**src/rtl/regfile_wb_arbiter.sv**
```systemverilog
// regfile_wb_arbiter
//   Owns the single write port of the 32x32 register bank and shares it among
//   three writeback requesters: memory load (mem), jal link (link, always r31)
//   and ALU result (alu). After reset it sweeps zeros into every register so
//   the bank needs no bulk reset. It also exports a pending-write mask for
//   read-after-write stall detection in decode.
//
// Ports
//   clk, reset                 clock, synchronous active-high reset
//   mem_valid/addr/data        load writeback request      -> mem_ready
//   link_valid/link_data       jal link request (r31)      -> link_ready
//   alu_valid/addr/data        ALU writeback request       -> alu_ready
//   rf_we/rf_waddr/rf_wdata    registered bank write port
//   init_done                  clear sweep complete, arbiter in RUN
//   pending_mask               bit r = write to register r in flight
module regfile_wb_arbiter #(
  parameter int DATA_W         = 32,
  parameter int ADDR_W         = 5,
  parameter int STARVE_LIMIT   = 4,
  parameter int CLEAR_ON_RESET = 1
) (
  input  logic              clk,
  input  logic              reset,
  input  logic              mem_valid,
  input  logic [ADDR_W-1:0] mem_addr,
  input  logic [DATA_W-1:0] mem_data,
  output logic              mem_ready,
  input  logic              link_valid,
  input  logic [DATA_W-1:0] link_data,
  output logic              link_ready,
  input  logic              alu_valid,
  input  logic [ADDR_W-1:0] alu_addr,
  input  logic [DATA_W-1:0] alu_data,
  output logic              alu_ready,
  output logic              rf_we,
  output logic [ADDR_W-1:0] rf_waddr,
  output logic [DATA_W-1:0] rf_wdata,
  output logic              init_done,
  output logic [31:0]       pending_mask
);

  typedef enum logic {CLEAR, RUN} state_t;

  localparam logic [3:0] LIMIT = 4'(STARVE_LIMIT);

  state_t            state;
  logic [ADDR_W-1:0] clr_cnt;
  logic [3:0]        wait_cnt [3];
  logic [2:0]        req;
  logic [2:0]        starved;
  logic [2:0]        grant;
  logic [31:0]       pm;

  // Requester index order: mem=0, link=1, alu=2.
  always_comb begin
    req = {alu_valid, link_valid, mem_valid};
    starved = '0;
    for (int i = 0; i < 3; i++) begin
      starved[i] = req[i] && (wait_cnt[i] == LIMIT);
    end
  end

  // A starved requester overrides fixed priority; among several starved ones
  // the lowest index wins. Nothing is granted outside RUN or during reset.
  always_comb begin
    grant = '0;
    if (state == RUN && !reset) begin
      if      (starved[0]) grant = 3'b001;
      else if (starved[1]) grant = 3'b010;
      else if (starved[2]) grant = 3'b100;
      else if (req[0])     grant = 3'b001;
      else if (req[1])     grant = 3'b010;
      else if (req[2])     grant = 3'b100;
    end
  end

  assign mem_ready  = grant[0];
  assign link_ready = grant[1];
  assign alu_ready  = grant[2];

  // During the sweep every register is effectively in flight, so decode must
  // stall on everything. r0 is never reported pending in RUN.
  always_comb begin
    pm = '0;
    if (reset || state == CLEAR) begin
      pm = '1;
    end else begin
      if (mem_valid)  pm[mem_addr] = 1'b1;
      if (link_valid) pm[{ADDR_W{1'b1}}] = 1'b1;
      if (alu_valid)  pm[alu_addr] = 1'b1;
      if (rf_we)      pm[rf_waddr] = 1'b1;
      pm[0] = 1'b0;
    end
  end

  assign pending_mask = pm;

  always_ff @(posedge clk) begin
    if (reset) begin
      state     <= (CLEAR_ON_RESET != 0) ? CLEAR : RUN;
      clr_cnt   <= '0;
      for (int i = 0; i < 3; i++) wait_cnt[i] <= '0;
      rf_we     <= 1'b0;
      rf_waddr  <= '0;
      rf_wdata  <= '0;
      init_done <= 1'b0;
    end else begin
      case (state)
        CLEAR: begin
          rf_we    <= 1'b1;
          rf_waddr <= clr_cnt;
          rf_wdata <= '0;
          clr_cnt  <= clr_cnt + 1'b1;
          if (clr_cnt == {ADDR_W{1'b1}}) begin
            state     <= RUN;
            init_done <= 1'b1;
          end
        end
        RUN: begin
          init_done <= 1'b1;
          for (int i = 0; i < 3; i++) begin
            if (req[i] && !grant[i])
              wait_cnt[i] <= (wait_cnt[i] == LIMIT) ? wait_cnt[i] : wait_cnt[i] + 4'd1;
            else
              wait_cnt[i] <= '0;
          end
          // Writes to r0 are accepted but dropped at the write enable.
          if (grant[0]) begin
            rf_we    <= (mem_addr != '0);
            rf_waddr <= mem_addr;
            rf_wdata <= mem_data;
          end else if (grant[1]) begin
            rf_we    <= 1'b1;
            rf_waddr <= {ADDR_W{1'b1}};
            rf_wdata <= link_data;
          end else if (grant[2]) begin
            rf_we    <= (alu_addr != '0);
            rf_waddr <= alu_addr;
            rf_wdata <= alu_data;
          end else begin
            rf_we    <= 1'b0;
          end
        end
        default: state <= CLEAR;
      endcase
    end
  end

endmodule

```
**config.mk**
```make
export PLATFORM = sky130hd
export DESIGN_NAME = regfile_wb_arbiter
export DESIGN_NICKNAME = d
export VERILOG_FILES = /design/src/rtl/regfile_wb_arbiter.sv
export SDC_FILE = /design/constraint.sdc
export NUM_CORES = 1
export LEC_CHECK = 0
export ABC_AREA = 1
export BUFFER_PORTS_ARGS = -buffer_cell sky130_fd_sc_hd__buf_2
export CORE_MARGIN = 10
export CORE_UTILIZATION = 25
export DETAILED_ROUTE_END_ITERATION = 8
export SYNTH_ARGS = -nofsm -noshare
export SYNTH_HDL_FRONTEND = slang
export SYNTH_SLANG_ARGS = --single-unit
```
**constraint.sdc**
```tcl
create_clock -name clk -period 3.2 [get_ports clk]
set_input_delay 0.16 -clock clk [delete_from_list [all_inputs] [get_ports clk]]
set_output_delay 0.16 -clock clk [all_outputs]
set_load 0.05 [all_outputs]
```
## Word-level counts from Yosys, hierarchy flattened

Memory sizes are Yosys's and may differ from the RTL's.
Cells that the tools add are included.

- Register bits: 45
- Memory bits (writable): 12
- Input bits: 111
- Output and inout port bits: 74
- Logic and storage cells: 121
- Memories kept: 1

- Add/sub/neg operators: 4
- $lt $le $gt $ge: 6
- Equality and inequality tests: 6
- Muxes and demuxes: 72
- Bitwise logic cells: 9
- Reductions and logical operators: 17

Memory list:

| memory | depth | bits a word | rd ports | clocked after Yosys merged registers in | wr ports | line | text |
|---|---|---|---|---|---|---|---|
| wait_cnt | 3 | 4 | 3 | 0 | 3 | 48 | `logic [3:0] wait_cnt [3];` |

Operators by type and width:

| operator | count |
|---|---|
| 32-bit two-way mux | 9 |
| 32-bit bitwise OR | 2 |
| 32-bit case mux with 2 select lines | 1 |
| 1-bit two-way mux | 37 |
| 4-bit two-way mux | 9 |
| 3-bit two-way mux | 7 |
| 5-bit by 6-bit < comparator with 1-bit output, second input constant | 3 |
| 1-bit demux with 5-bit select | 3 |
| 5-bit by 1-bit >= comparator with 1-bit output, second input constant | 3 |
| 5-bit two-way mux | 3 |
| 4-bit by 1-bit adder with 4-bit output, second input constant | 3 |
| 4-bit by 3-bit == test with 1-bit output, second input constant | 3 |
| 1-bit logical AND | 10 |
| 5-bit case mux with 2 select lines | 1 |
| 5-bit nonzero test | 2 |
| 1-bit bitwise OR | 6 |
| 5-bit by 1-bit adder with 5-bit output, second input constant | 1 |
| 5-bit == test, second input constant | 1 |
| 1-bit zero test | 4 |
| 4-bit by 1-bit != test with 1-bit output, second input constant | 1 |
| 1-bit case mux with 2 select lines | 2 |
| 2-bit by 1-bit != test with 1-bit output, second input constant | 1 |
| 1-bit logical OR | 1 |
| 1-bit inverter | 1 |

## Longest topological paths before layout

Gate-level depths: netlist (run 1).

- Word-level depth: 15
- Depth in mapped cells: 13
- Depth with buffers taken out: 12

## Worst setup path after synthesis (run 1)

No wires, ideal clock.

- Kind: register to output
- Start: reg rf_we
- End: out pending_mask[25]
- Arrival time: 1868 ps
- Data required time: 3040 ps
- Slack: 1172 ps
- Stages on the path, launching flop included: 3
- Buffers on the path: 0
- Cell sequence: dfxtp_1 > nand3_1 > o2111ai_1

- Longest elaborated chain between the ends: 2

Ends and longest elaborated chain:

| what | line | text |
|---|---|---|
| start, declared | 35 | `output logic rf_we,` |
| start signal, assigned | 129 | `rf_we <= (mem_addr != '0);` |
| start signal, assigned | 137 | `rf_we <= (alu_addr != '0);` |
| 32-bit two-way mux | 91 | `if (rf_we) pm[rf_waddr] = 1'b1;` |
| 32-bit two-way mux | 85 | `if (reset \|\| state == CLEAR) begin` |
| end, declared | 39 | `output logic [31:0] pending_mask` |

Every way passes these cells.

==> results.md, run 1 <==
- Synthesized area per cell: 6.23 um2
- R2R depth: 12
- Nets: 978
- CP Capture Type: primary output
- Synthesized area: 0.00428 mm2
- Reg-to-reg slack, setup: 0.48 ns
- ANT nets after route: 0
- Overflow left after global routing: 0
- Worst hold start: mem_data[19]
- Worst r2r src: wait_cnt[0][0]
- GP Congestion: 0.920
- Via density: 4.79
- Hold crit path type: input pin to register
- WL per Instance: 15.4 um
- Die Wd: 151 um
- Setup Buffers After CTS: 0
- Setup Viol. Count Final: 0
- Die area: 0.0227 mm2
- Seq cells post-synth: 57
- Area Growth Syn to Fin: 34.2%
- Max H-tree Level: 3
- Largest net degree at the start of global routing: 40
- Worst Path Max Fanout: 33
- Fmax: 0.345 GHz
- PwrDens: 339 mW/mm2
- Cell variety after synth: 29
- Post-cts repair resize count: 0
- Number of port buffers: 184
- Largest cells by area after synthesis: dfxtp_1, nand2_1, nand3_1, a21oi_1, inv_1
- YS warnings: 0
- Max VDD drop: 0.190 mV
- Initial antenna violation count: 1
- Die extent in y: 151 um
- Antenna Cells: 0
- Synth Instances: 687
- Clk_skew: 0.00547 ns
- Max-cap violations: 0
- Slowest cell delay on critical path: 0.57 ns
- CTS sink count: 57
- Core Footprint: 0.0167 mm2
- Leak pwr: 2.59 nW
- Worst setup SP type: register
- Hold Path Depth: 5
- Max clock buf depth: 2
- Root buf cell: clkbuf_16
- Hold Slack: 0.178 ns
- Worst skew pair latency: 0.32 ns
- Pins over their slew limit: 0
- Post-synth top area share: 22.9%
- Total GRT Usage: 14.0%
- Fin crit period: 2.90 ns
- CTS tree: built
- Top Ports: 185
- # rows: 47
- Post-synth top area cell: dfxtp_1
- Worst-path clk slew: 0.05 ns
- First-pass DRT Iterations: 5
- Setup_tns: 0 ns
- Most common cell after layout, fill and taps aside: buf_2
- Crit path required time: 3.04 ns
- Crit path DAT: 2.74 ns
- WHS Endpoint: rf_wdata[19]
- Worst Path Class, Setup: register to primary output
- Cells along the critical path: inv_1 > ha_1 > nand2_1 > nor2_2 > inv_1 > nand2_2 > nand2_1 > inv_2 > buf_2
- DR iter-0 viols: 314
- Hold Vio Cnt, Final: 0
- Worst Max-Slew Pin Slew: 0.864 ns
- Sequential share of the synthesized area: 28.6%
- Most frequent cells in the layout: buf_2, nand2_1, nand3_1
- Cts bufs inserted: 9
- Slew headroom: 42.0%
- Fraction of layout cells with a size suffix above 1: 25.6%
- Global-route wire length before repair: 25800 um
- Status: finished clean
- CP max stage cell: inv_2
- Mapped Nets: 806
- DP HPWL: 13000 um
- Drt total wl: 16700 um
- Period utilization: 90.5%
- Post-route DRC: 0
- Unrepaired setup endpoints after global routing: no
- Initial Util: 25.6%
- Via count: 5189
- # hold bufs at CTS: 0
- Vias in the first global route: 5175
- Worst r2r dst: rf_waddr[4]
[where the power goes]
part           leakage [nW]  switching (W)  internal [W]
sequential            0.478     0.00000939      0.000736
combinational          1.96       0.000143     0.0000969
clock                 0.151       0.000328      0.000634
total                  2.59       0.000480       0.00147
[registers in the layout (all words and copies together) (netlist names)]
| signal | flops |
|---|---|
| clr_cnt | 5 |
| rf_we | 1 |
| rf_waddr | 5 |
| rf_wdata | 32 |
| init_done | 1 |
| wait_cnt | 12 |
| state | 1 |
[per-layer routing]
metal	GRT usage [%]	vias to the layer above	wire (um)
met5	0	-	13
met2	22.1	230	7300
met3	5.40	28	1840
li1	-	2644	-
met1	17.0	2285	7250
met4	5.00	2	311
[worst max path at each step]
stage / startpoint / endpoint / slack, ns / cells past startpoint
after floorplan: rf_we / pending_mask[25] / 1.17 / 2
final: wait_cnt[0][0] / mem_ready / 0.30 / 9
after CTS: wait_cnt[0][0] / mem_ready / 0.28 / 9
after global routing: wait_cnt[0][0] / mem_ready / 0.13 / 9
after detailed placement: wait_cnt[0][0] / rf_waddr[2] / 0.46 / 12
after global placement: wait_cnt[0][0] / rf_waddr[1] / 0.54 / 12
[cells in the mapped netlist]
| master | instances |
|---|---|
| nand2_1 | 159 |
| nand3_1 | 104 |
| inv_1 | 78 |
| a21oi_1 | 72 |
| nor2_1 | 53 |
| dfxtp_1 | 49 |
| nand3b_1 | 32 |
| o211ai_1 | 29 |
| nor3_1 | 22 |
| clkbuf_1 | 21 |
| o21ai_0 | 12 |
| buf_2 | 10 |
| edfxtp_1 | 8 |
| ha_1 | 8 |
| a22oi_1 | 4 |
| inv_2 | 4 |
| nand4_1 | 3 |
| xor2_1 | 3 |
| buf_1 | 2 |
| buf_4 | 2 |
| nand2_2 | 2 |
| o2111ai_1 | 2 |
| xnor2_1 | 2 |
| a21oi_4 | 1 |
| a31oi_1 | 1 |
| nor2_2 | 1 |
| nor2_4 | 1 |
| nor2_8 | 1 |
| o221ai_1 | 1 |
[cells by family (layout without fill, tap and decap cells)]
logic type,count (synthesis),in the layout,synth area share (%)
buf+inv,117,294,10.7
fa+ha+maj,8,8,2.34
compound gates,122,122,16.8
simple gates,378,378,40.6
flops,57,57,28.6
xor+xnor,5,5,1.02
[layout make-up]
cell class                 instances  area, um2
clock buffer                      15        299
sequential                        57       1220
inverter                          82        308
fill                            1878      11000
clock inverter                     1       5.00
multi-input combinational        513       2610
tap                              220        275
timing repair buffer             196       1020
[worst max-delay path: cells and delay by family, from the launching register on]
family,cells,cell delay (ns)
fa+ha+maj,1,0.14
buf+inv,4,1.11
flops,1,0.42
simple gates,4,0.74
[stage by stage]
| stage | power (W) | std cells | area [um2] | utilization, % | setup WS (ns) |
|---|---|---|---|---|---|
| floorplan | 0.000884 | 687 | 4280 | - | 1.17 |
| global placement | 0.00100 | 1068 | 5440 | 32.5 | 0.545 |
| detailed placement | 0.000999 | 1068 | 5440 | 32.5 | 0.463 |
| CTS | 0.00197 | 1084 | 5740 | 34.4 | 0.276 |
| global route | 0.00203 | 1084 | 5740 | 34.4 | 0.126 |
| finish | 0.00195 | 1084 | 5740 | 34.4 | 0.302 |
(Power assumes the default switching activity.)
==> inputs of run 2 (changes only) <==
==> constraint.sdc (replaced) <==
create_clock -name clk -period 3.3 [get_ports clk]
set_input_delay 0.165 -clock clk [delete_from_list [all_inputs] [get_ports clk]]
set_output_delay 0.165 -clock clk [all_outputs]
set_load 0.05 [all_outputs]
==> run 2 against run 1 <==
Effect of this change: global-route usage decreased by 0.17 points; largest cell class unchanged; via count fell by 0.58%; worst setup slack better by 0.083 ns; sequential power fell by 3.0%; sequential share of layout area hardly changed; hold slack improved by 0.012 ns; non-clock buffer count fell by 2; flip-flop and latch count is the same; final cell count fell by 0.18%; utilization down 0.067 points.
==> results.md, run 2 (synthesized netlist as in run 1, its figures left out) <==
- Setup Viol. Count Final: 0
- Worst r2r src: state
- Worst path buffer plus inverter count: 4
- Family with the most delay on the worst path: buffers and inverters
- CP Capture Type: primary output
- Most flop-heavy register: rf_wdata
- Place WS: 0.535 ns
- Hold Path Depth: 5
- Register area: 0.00122 mm2
- Total GRT Usage: 13.8%
- Unrepaired setup endpoints after global routing: no
- Largest net degree at the start of global routing: 40
- Drt total wl: 16400 um
- PwrDens: 333 mW/mm2
- Final worst slack: 0.385 ns
- Die area: 0.0227 mm2
- CP max stage cell: inv_2
- Status: finished clean
- Hold Vio Cnt, Final: 0
- Top flop regs: rf_wdata: 32 flops, wait_cnt: 12 flops
- Most common cell after layout, fill and taps aside: buf_2
- DP Area: 0.00541 mm2
- Die extent in y: 151 um
- Most frequent cells in the layout: buf_2, nand2_1, nand3_1
- Worst skew pair latency: 0.32 ns
- Root buf cell: clkbuf_16
- Number of flip-flops in the largest register: 32
- DR iter-0 viols: 291
- ANT nets after route: 0
- # rows: 47
- Period utilization: 88.3%
- Crit path required time: 3.13 ns
- Post-cts repair resize count: 0
- WL per Instance: 15.2 um
- CTS sink count: 57
- Nets: 976
- Setup Buffers After CTS: 0
- Worst-path clk slew: 0.05 ns
- Initial antenna violation count: 0
- Worst hold start: mem_data[17]
- Fraction of layout cells with a size suffix above 1: 25.5%
- Setup_tns: 0 ns
- Leak pwr: 2.59 nW
- # fillers: 1864
- Antenna Cells: 0
- Fin crit period: 2.91 ns
- CTS tree: built
- Core Footprint: 0.0167 mm2
- First-pass DRT Iterations: 5
- Crit path DAT: 2.75 ns
- Power consumption: 0.00191 W
- Via count: 5159
- WHS Endpoint: rf_wdata[17]
- Hold crit path type: input pin to register
- Max-cap violations: 0
- Slew headroom: 35.6%
- Final Util: 34.3%
- Post-route DRC: 0
- Initial Util: 25.6%
- Number of port buffers: 184
- Vias in the first global route: 5049
- Area Growth Syn to Fin: 33.9%
- DP HPWL: 12900 um
- Global-route wire length before repair: 25600 um
- Clk_skew: 0.00749 ns
- GP Congestion: 0.894
- Cts bufs inserted: 9
- Worst r2r dst: rf_wdata[30]
- Worst setup SP type: register
- Overflow left after global routing: 0
- Max H-tree Level: 3
- R2R depth: 11
- Multi-input gate area: 0.00261 mm2
- Top Ports: 185
- Slowest cell delay on critical path: 0.57 ns
- Finished Cell Area: 0.00573 mm2
- Fmax: 0.343 GHz
- Via density: 4.77
- # hold bufs at CTS: 0
- Max VDD drop: 0.251 mV
- Die Wd: 151 um
- Reg-to-reg slack, setup: 0.67 ns
- Cells along the critical path: inv_1 > ha_1 > nand2_1 > nor2_2 > inv_1 > nand2_2 > nand2_1 > inv_2 > buf_2
- Worst Path Class, Setup: register to primary output
- Worst Path Max Fanout: 33
- Max clock buf depth: 2
- Pins over their slew limit: 0
- Worst Max-Slew Pin Slew: 0.959 ns
-- run 2: cell types whose count changed in the layout (fill, tap and decap cells not counted), sizes merged --
cell    before  now
buf        196  194
clkbuf      15   14
inv         82   83
-- run 2: worst max path at each step --
stage	start	end	slack [ns]	depth (start not counted)
global route	wait_cnt[0][0]	mem_ready	0.16	9
detailed placement	reset	rf_wdata[30]	0.54	10
floorplan	rf_we	pending_mask[25]	1.27	2
global placement	reset	rf_wdata[16]	0.62	10
CTS	wait_cnt[0][0]	mem_ready	0.37	9
finish	wait_cnt[0][0]	mem_ready	0.39	9
-- run 2: layer usage --
metal  global-route usage (%)  part of all wire (%)
met2                     21.9                    43
met3                     5.52                    11
met1                     17.2                    44
met4                     3.37                   1.4
met5                        0                     0
-- run 2: per-stage QoR --
step | hold slack [ns] | std cells
global placement | 0.440 | 1066
finish | 0.190 | 1082
floorplan | 0.374 | 687
global route | 0.200 | 1082
CTS | 0.179 | 1082
detailed placement | 0.446 | 1066
-- run 2: worst register-to-register path, delay by kind of cell, from the launching register on --
kind | cells | cell delay (ns)
buffers and inverters | 4 | 0.54
AO/OA/AOI/OAI | 2 | 0.82
AND/OR/NAND/NOR | 5 | 0.89
flip-flops | 1 | 0.30
-- run 2: cell type report --
cell class	count	area share, %
multi-input combinational	513	45.5
sequential	57	21.3
timing repair buffer	194	17.4
inverter	82	5.37
clock buffer	14	5.35
tap	220	4.81
clock inverter	2	0.240
-- run 2: where the power goes --
part | leakage (nW) | total, W | internal [W] | switching (W)
clock | 0.160 | 0.000958 | 0.000641 | 0.000316
combinational | 1.95 | 0.000229 | 0.0000920 | 0.000137
sequential | 0.478 | 0.000723 | 0.000714 | 0.00000910
total | 2.59 | 0.00191 | 0.00145 | 0.000462
